===== config.mk =====
export PLATFORM = sky130hd
export DESIGN_NAME = encoder_10b8b_decoder
export DESIGN_NICKNAME = d
export VERILOG_FILES = /design/src/rtl/encoder_10b8b_decoder.sv
export SDC_FILE = /design/constraint.sdc
export NUM_CORES = 1
export LEC_CHECK = 0
export CORE_AREA = 2 2 68 70
export CTS_CLUSTER_DIAMETER = 120
export DETAILED_ROUTE_END_ITERATION = 7
export DIE_AREA = 0 0 70 72
export PLACE_DENSITY = 0.88
export SETUP_SLACK_MARGIN = 0.4
export SLEW_MARGIN = 30
export SYNTH_ARGS = -nofsm -noshare
export SYNTH_HDL_FRONTEND = slang
export SYNTH_SLANG_ARGS = --single-unit

===== constraint.sdc =====
create_clock -name clk -period 4.75 [get_ports clk]
set_input_delay 0.95 -clock clk [delete_from_list [all_inputs] [get_ports clk]]
set_output_delay 0.95 -clock clk [all_outputs]
set_load 0.1 [all_outputs]

===== src/rtl/encoder_10b8b_decoder.sv =====
// 8b/10b receive decoder: registered byte/K/error outputs, running disparity
// tracking and a comma-based LOSS/ACQ/SYNC word-alignment monitor (falling-edge clocked).
module encoder_10b8b_decoder #(
  parameter int SYNC_COMMAS = 3,
  parameter int LOSS_ERRS   = 4
) (
  input  logic       clk,
  input  logic       reset,
  input  logic       enb,
  input  logic [9:0] entradas,
  output logic [7:0] salidas,
  output logic       K,
  output logic       code_err,
  output logic       disp_err,
  output logic       comma,
  output logic       rd,
  output logic       sync
);

  localparam int ACQ_W = (SYNC_COMMAS < 2) ? 1 : $clog2(SYNC_COMMAS + 1);
  localparam int ERR_W = (LOSS_ERRS < 2) ? 1 : $clog2(LOSS_ERRS + 1);
  localparam logic [ACQ_W-1:0] ACQ_TGT = ACQ_W'(SYNC_COMMAS);
  localparam logic [ERR_W-1:0] ERR_TGT = ERR_W'(LOSS_ERRS);

  typedef enum logic [1:0] {LOSS, ACQ, SYNC} state_t;

  state_t           state_q, state_d;
  logic [ACQ_W-1:0] acq_cnt_q, acq_cnt_d;
  logic [ERR_W-1:0] err_cnt_q, err_cnt_d;
  logic [7:0]       salidas_q, salidas_d;
  logic             k_q, k_d, code_err_q, code_err_d, disp_err_q, disp_err_d;
  logic             comma_q, comma_d, rd_q, rd_d, sync_q, sync_d;

  logic [5:0] six;
  logic [3:0] four_raw, four_eff;
  logic [4:0] x5;
  logic [2:0] y3;
  logic       v6, v4, k28, k7, a7, a7_d_ok, bad_p7, is_k;
  logic       p6, n6, p4, n4, rd_mid, word_code_err, word_disp_err, word_comma;

  // Sub-blocks rearranged into transmission order (abcdei, fghj) so the tables read naturally.
  assign six      = {entradas[0], entradas[1], entradas[2], entradas[3], entradas[4], entradas[5]};
  assign four_raw = {entradas[6], entradas[7], entradas[8], entradas[9]};
  // K28 sent with a negative 6b uses complemented balanced 4b codes.
  assign four_eff = (six == 6'b110000) ? ~four_raw : four_raw;

  always_comb begin
    x5  = 5'd0;
    v6  = 1'b1;
    k28 = 1'b0;
    k7  = 1'b0;
    case (six)
      6'b100111, 6'b011000: x5 = 5'd0;
      6'b011101, 6'b100010: x5 = 5'd1;
      6'b101101, 6'b010010: x5 = 5'd2;
      6'b110001:            x5 = 5'd3;
      6'b110101, 6'b001010: x5 = 5'd4;
      6'b101001:            x5 = 5'd5;
      6'b011001:            x5 = 5'd6;
      6'b111000, 6'b000111: x5 = 5'd7;
      6'b111001, 6'b000110: x5 = 5'd8;
      6'b100101:            x5 = 5'd9;
      6'b010101:            x5 = 5'd10;
      6'b110100:            x5 = 5'd11;
      6'b001101:            x5 = 5'd12;
      6'b101100:            x5 = 5'd13;
      6'b011100:            x5 = 5'd14;
      6'b010111, 6'b101000: x5 = 5'd15;
      6'b011011, 6'b100100: x5 = 5'd16;
      6'b100011:            x5 = 5'd17;
      6'b010011:            x5 = 5'd18;
      6'b110010:            x5 = 5'd19;
      6'b001011:            x5 = 5'd20;
      6'b101010:            x5 = 5'd21;
      6'b011010:            x5 = 5'd22;
      6'b111010, 6'b000101: begin x5 = 5'd23; k7 = 1'b1; end
      6'b110011, 6'b001100: x5 = 5'd24;
      6'b100110:            x5 = 5'd25;
      6'b010110:            x5 = 5'd26;
      6'b110110, 6'b001001: begin x5 = 5'd27; k7 = 1'b1; end
      6'b001110:            x5 = 5'd28;
      6'b101110, 6'b010001: begin x5 = 5'd29; k7 = 1'b1; end
      6'b011110, 6'b100001: begin x5 = 5'd30; k7 = 1'b1; end
      6'b101011, 6'b010100: x5 = 5'd31;
      6'b001111, 6'b110000: begin x5 = 5'd28; k28 = 1'b1; end
      default:              v6 = 1'b0;
    endcase
  end

  always_comb begin
    y3 = 3'd0;
    v4 = 1'b1;
    case (four_eff)
      4'b1011, 4'b0100:                   y3 = 3'd0;
      4'b1001:                            y3 = 3'd1;
      4'b0101:                            y3 = 3'd2;
      4'b1100, 4'b0011:                   y3 = 3'd3;
      4'b1101, 4'b0010:                   y3 = 3'd4;
      4'b1010:                            y3 = 3'd5;
      4'b0110:                            y3 = 3'd6;
      4'b1110, 4'b0001, 4'b0111, 4'b1000: y3 = 3'd7;
      default:                            v4 = 1'b0;
    endcase
  end

  // Alternate-7 codes are legal only after D17/18/20, D11/13/14 or a control 6b;
  // primary-7 codes must not extend a run of equal e,i bits.
  always_comb begin
    a7      = (four_raw == 4'b0111) || (four_raw == 4'b1000);
    a7_d_ok = ((four_raw == 4'b0111) && ((six == 6'b100011) || (six == 6'b010011) || (six == 6'b001011))) ||
              ((four_raw == 4'b1000) && ((six == 6'b110100) || (six == 6'b101100) || (six == 6'b011100)));
    bad_p7  = ((four_raw == 4'b1110) && (six[1:0] == 2'b11)) ||
              ((four_raw == 4'b0001) && (six[1:0] == 2'b00));
    is_k    = k28 || (k7 && a7);
    word_code_err = !v6 || !v4 || bad_p7 || (a7 && !(k28 || k7 || a7_d_ok));

    p6     = ($countones(six) == 4);
    n6     = ($countones(six) == 2);
    p4     = ($countones(four_raw) == 3);
    n4     = ($countones(four_raw) == 1);
    rd_mid = p6 ? 1'b1 : (n6 ? 1'b0 : rd_q);
    rd_d   = p4 ? 1'b1 : (n4 ? 1'b0 : rd_mid);
    word_disp_err = !word_code_err &&
                    ((p6 && rd_q) || (n6 && !rd_q) || (p4 && rd_mid) || (n4 && !rd_mid));
    word_comma    = !word_code_err && k28 && ((y3 == 3'd1) || (y3 == 3'd5) || (y3 == 3'd7));

    salidas_d  = word_code_err ? 8'h00 : {y3, x5};
    k_d        = !word_code_err && is_k;
    code_err_d = word_code_err;
    disp_err_d = word_disp_err;
    comma_d    = word_comma;
  end

  // Alignment monitor; an error on a comma word counts as an error, not a comma.
  always_comb begin
    state_d   = state_q;
    acq_cnt_d = acq_cnt_q;
    err_cnt_d = err_cnt_q;
    case (state_q)
      LOSS: begin
        if (!word_code_err && !word_disp_err && word_comma) begin
          if (SYNC_COMMAS <= 1) begin
            state_d = SYNC;
          end else begin
            state_d   = ACQ;
            acq_cnt_d = ACQ_W'(1);
          end
        end
      end
      ACQ: begin
        if (word_code_err || word_disp_err) begin
          state_d   = LOSS;
          acq_cnt_d = '0;
        end else if (word_comma) begin
          if (acq_cnt_q + ACQ_W'(1) >= ACQ_TGT) begin
            state_d   = SYNC;
            acq_cnt_d = '0;
          end else begin
            acq_cnt_d = acq_cnt_q + ACQ_W'(1);
          end
        end
      end
      SYNC: begin
        if (word_code_err || word_disp_err) begin
          if (err_cnt_q + ERR_W'(1) >= ERR_TGT) begin
            state_d   = LOSS;
            err_cnt_d = '0;
          end else begin
            err_cnt_d = err_cnt_q + ERR_W'(1);
          end
        end else begin
          err_cnt_d = '0;
        end
      end
      default: begin
        state_d   = LOSS;
        acq_cnt_d = '0;
        err_cnt_d = '0;
      end
    endcase
    sync_d = (state_d == SYNC);
  end

  always_ff @(negedge clk) begin
    if (reset) begin
      state_q    <= LOSS;
      acq_cnt_q  <= '0;
      err_cnt_q  <= '0;
      salidas_q  <= 8'h00;
      k_q        <= 1'b0;
      code_err_q <= 1'b0;
      disp_err_q <= 1'b0;
      comma_q    <= 1'b0;
      rd_q       <= 1'b0;
      sync_q     <= 1'b0;
    end else if (enb) begin
      state_q    <= state_d;
      acq_cnt_q  <= acq_cnt_d;
      err_cnt_q  <= err_cnt_d;
      salidas_q  <= salidas_d;
      k_q        <= k_d;
      code_err_q <= code_err_d;
      disp_err_q <= disp_err_d;
      comma_q    <= comma_d;
      rd_q       <= rd_d;
      sync_q     <= sync_d;
    end
  end

  assign salidas  = salidas_q;
  assign K        = k_q;
  assign code_err = code_err_q;
  assign disp_err = disp_err_q;
  assign comma    = comma_q;
  assign rd       = rd_q;
  assign sync     = sync_q;

endmodule


==> metrics.csv, run 1 <==
metric,value,unit
status,aborted with a tool error,
stop_stage,global routing (5_1_grt),
first-error,"[ERROR DPL-0038] Utilization greater than 100%, impossible to legalize",
die_h,72,µm
synth_edf_count,0,
synth-compound-area-share,29.6,%
synth.distinct_cells,69,
finalWeightedCongestion,1.01,
synth.mux.area_fraction,4.11,%
dp_hpwl,5.50,mm
synth_area_leaders,"dfxtp_1 18%, ha_1 6.6%, nand2_1 5.9%, o21ai_0 4.6%, inv_1 3.6%",
yosysSeqAreaShare,18.4,%
synth_top_family_by_area,compound AO/OA/AOI/OAI gates,
io-pin-count,27,
synthAdderAreaFrac,10.1,%
grt_max_degree,18,
syn_inst,303,
rows,24,
clock_path_buffers,2,
synth_xor_area_share,0.767,%
io_buffers,26,
cts_max_level,1,
synthSimpleGateAreaFrac,28.4,%
synthesis.area,2280,µm²
worstEndpointType,register input,
synth_flop_cell,dfxtp_1,
numCtsBuffers,3,
dpl_cell_area,3310,µm²
yosysWarnings,0,
cts_sinks,21,
synth_top_area_share,18.4,%
root_buffer,clkbuf_8,
yosysTopAreaCell,dfxtp_1,
die_w,70,µm
async_flop_share,0,%
syn_nets,332,
ys_ff_latch,21,
start_util,53.6,%
repair-timing-grt-worst-ep,acq_cnt_q[1]$_SDFFE_NP0P_/D,
syn_area_per_cell,7.54,µm²
[Yosys cell counts, drive strengths merged, types with 3 or more instances]
library cell,instances
nand2,36
nor2,23
inv,22
o21ai,22
dfxtp,21
a21oi,13
ha,12
buf,11
clkbuf,11
nand3,8
nor2b,7
nor3,7
o211ai,7
mux2i,6
nor4,6
o21a,6
nand2b,5
nand3b,5
o22ai,5
a211o,4
a22oi,4
fa,4
nand4,4
a22o,3
and2,3
and3,3
o32a,3
or3b,3
[cells by family after synthesis]
logic type                 Yosys count
adders and majority gates           16
muxes                                8
and+or+nand+nor                    119
DFF                                 21
buffers and inverters               44
AOI/OAI and AO/OA                   93
xor gates and xnor gates             2
[repair_timing]
item                       CTS
setup endpoints to repair   21
pin swaps                   30
cloned                       4
hold endpoints to repair     0
gates resized for setup    120
setup buffers               26
hold buffers                 0
[through the flow]
step                TNS, ps  instances  hold WS, ps  setup slack, ps
floorplan            -14770        303          446            -1600
global placement     -29280        440          452            -2160
detailed placement   -31500        440          462            -2300
CTS                  -15700        494          472            -1650
==> run 2: changes to the inputs <==
==> config.mk (replaced) <==
export PLATFORM = sky130hd
export DESIGN_NAME = encoder_10b8b_decoder
export DESIGN_NICKNAME = d
export VERILOG_FILES = /design/src/rtl/encoder_10b8b_decoder.sv
export SDC_FILE = /design/constraint.sdc
export NUM_CORES = 1
export LEC_CHECK = 0
export CORE_AREA = 2 2 79 81
export DETAILED_ROUTE_END_ITERATION = 7
export DIE_AREA = 0 0 81 83
export PLACE_DENSITY_LB_ADDON = 0.15
export SLEW_MARGIN = 30
export SYNTH_ARGS = -nofsm -noshare
export SYNTH_HDL_FRONTEND = slang
export SYNTH_SLANG_ARGS = --single-unit
==> metrics.csv, run 2 <==
metric,value,unit,change
synthesis.area,2280,µm²,unchanged
synth_edf_count,0,,unchanged
setup_ws,-1650,ps,
p_leak,1.78,nW,
synth_xor_area_share,0.767,%,unchanged
ir_drop,0.160,mV,
min_path_type,reg2reg,,
numCtsBuffers,3,,unchanged
cts_hold_buffers,0,,unchanged
synth_area_leaders,"dfxtp_1 18%, ha_1 6.6%, nand2_1 5.9%, o21ai_0 4.6%, inv_1 3.6%",,
io_buffers,26,,unchanged
synthSimpleGateAreaFrac,28.4,%,unchanged
crit_end,acq_cnt_q[0],,
rows,28,,+17%
yosysMostFrequentCell,nand2_1,,
reg2reg_from,rd,,
power_density,230,nW/µm²,
cp_data_required_time,2630,ps,
crit_fanout,5,,
grtUsageTotal,24.3,%,
ys_ff_latch,21,,unchanged
start_util,39.3,%,-14 points
vias_per_cell,5.68,,
dp.cells,461,,+4.8%
layout_commonest_cell,buf_4,,
p_switching,386,µW,
die_h,83,µm,+15%
worstPathArrival,4280,ps,
rrSetupSlack,2750,ps,
largest_reg_flops,8,,
grt_max_degree,18,,
io-pin-count,27,,unchanged
maxCapViolCount,0,,
yosysTopAreaCell,dfxtp_1,,
end_kind,flip-flop,,
async_flop_share,0,%,unchanged
core,5820,µm²,
drc,0,,
start_kind,input pin,,
setup_viol,20,,
ant_nets,0,,
seq_power_share,20.8,%,
rsz0062_at_grt,yes,,
synth_common_cells,"36 x nand2_1, 22 x inv_1, 22 x nor2_1",,
synth.distinct_cells,69,,unchanged
n_antenna_cell,0,,
clock_path_buffers,2,,unchanged
status,"finished, violations left",,
p_comb_share,51.6,%,
syn_inst,303,,unchanged
wl_per_cell,16.6,µm,
grt-ovfl-total,0,,
antenna_found_initial,0,,
clock_skew,43.4,ps,
violations,negative setup slack,,
r2r-end,acq_cnt_q[0],,
first_iter_violations,251,,
grt_pass1_wl,13.3,mm,
synth_flop_cell,dfxtp_1,,
dieArea,6720,µm²,
whs,480,ps,
cts_tree,yes,,
syn_area_per_cell,7.54,µm²,unchanged
cts_max_level,1,,unchanged
synth.mux.area_fraction,4.11,%,unchanged
yosysWarnings,0,,unchanged
cts_sinks,21,,unchanged
synthAdderAreaFrac,10.1,%,unchanged
dp_slack,-2280,ps,+17.2 ps
swShare,41.2,%,
yosysSeqAreaShare,18.4,%,unchanged
drt-total-wl,8.47,mm,
drive_gt1_share,43.9,%,
slew_headroom,64.6,%,
nNetsFinal,465,,
clkPwrFrac,27.6,%,
finalWeightedCongestion,0.902,,-10%
crit_type,in2reg,,
synth-compound-area-share,29.6,%,unchanged
drv_slew,0,,
clk_latency,370,ps,
syn_nets,332,,unchanged
path_clk_slew,50,ps,
root_buffer,clkbuf_8,,
dp_hpwl,5.28,mm,-4.1%
mostFrequentLayoutCells,"86 x buf_4, 36 x inv_1, 33 x nand2_1",,
vias,2897,,
die_w,81,µm,+16%
grt_pass1_vias,2875,,
synth_top_area_share,18.4,%,unchanged
worst_pin_slew,526,ps,
p_int,550,µW,
drtPass1Iterations,4,,
finalHoldViolCount,0,,
area_growth,78.7,%,
cp-startpoint,entradas[0],,
fin_cells,510,,
worst-r2r-cell-count,8,,
synth_top_family_by_area,compound AO/OA/AOI/OAI gates,,
run 2: cell counts after synthesis:
No cell type changed its count.
run 2: cell type report:
type                       count  area, µm²
clock inverter                22        109
timing repair buffer         130       1310
clock buffer                   3       41.3
sequential                    21        420
multi-input combinational    238       2020
inverter                      21       95.1
tap                           75       93.8
fill                         464       1740
run 2: worst min-delay path by stage:
stage | startpoint | to | slack, ps | cells after the start
after floorplan | err_cnt_q[1] | err_cnt_q[1] | 450 | 1
after global placement | err_cnt_q[1] | err_cnt_q[1] | 450 | 1
after detailed placement | err_cnt_q[2] | err_cnt_q[2] | 470 | 1
after CTS | salidas[7] | salidas[7] | 480 | 2
after global routing | err_cnt_q[2] | err_cnt_q[2] | 500 | 1
final | salidas[7] | salidas[7] | 480 | 2
run 2: per-stage QoR:
stage	power (mW)	setup TNS [ps]	instance area (µm²)	util, %
2_1_floorplan	0.434	-14770	2390	-
3_3_place_gp	0.574	-30250	3340	57.4
3_5_place_dp	0.580	-31210	3340	57.4
4_1_cts	0.878	-16860	3860	66.3
5_1_grt	0.990	-18640	4080	70.2
6_report	0.936	-16940	4080	70.2
run 2: logic make-up after synthesis:
kind of cell               Yosys count
DFF                                 21
buffers and inverters               44
AOI/OAI and AO/OA                   93
xor gates and xnor gates             2
and+or+nand+nor                    119
adders and majority gates           16
muxes                                8
run 2: critical path: stages:
cell and delay [ps]:
buf_8 100, fa_1 550, inv_2 40, fa_1 480, inv_1 40, ha_2 160
fa_2 560, buf_6 110, nand3b_1 130, a21oi_2 90, nor4_4 340, nand2_2 170
buf_6 160, inv_6 50, nor3_4 40, nor4_1 300
run 2: what timing repair did:
item                                    in CTS  in global routing
pin swaps                                   20                 21
endpoints found under the setup margin      20                 20
cloned                                       3                  1
setup buffers                               12                 11
resized for setup                           80                 32
run 2: layer usage:
metal	up-vias	global-route usage, %	part of all wire (%)
li1	1381	-	-
met1	1377	31.7	42
met2	119	40.2	51
met3	20	4.57	5.1
met4	0	6.93	1.6
met5	-	0	0
run 2: power groups by stage:
stage | Clock [mW] | Combinational (mW) | Sequential (mW)
global placement | 0.0283 | 0.349 | 0.197
detailed placement | 0.0283 | 0.355 | 0.197
CTS | 0.260 | 0.423 | 0.194
finish | 0.259 | 0.483 | 0.195
global route | 0.284 | 0.510 | 0.195
floorplan | 0.0283 | 0.163 | 0.243
(Power assumes the default switching activity.)
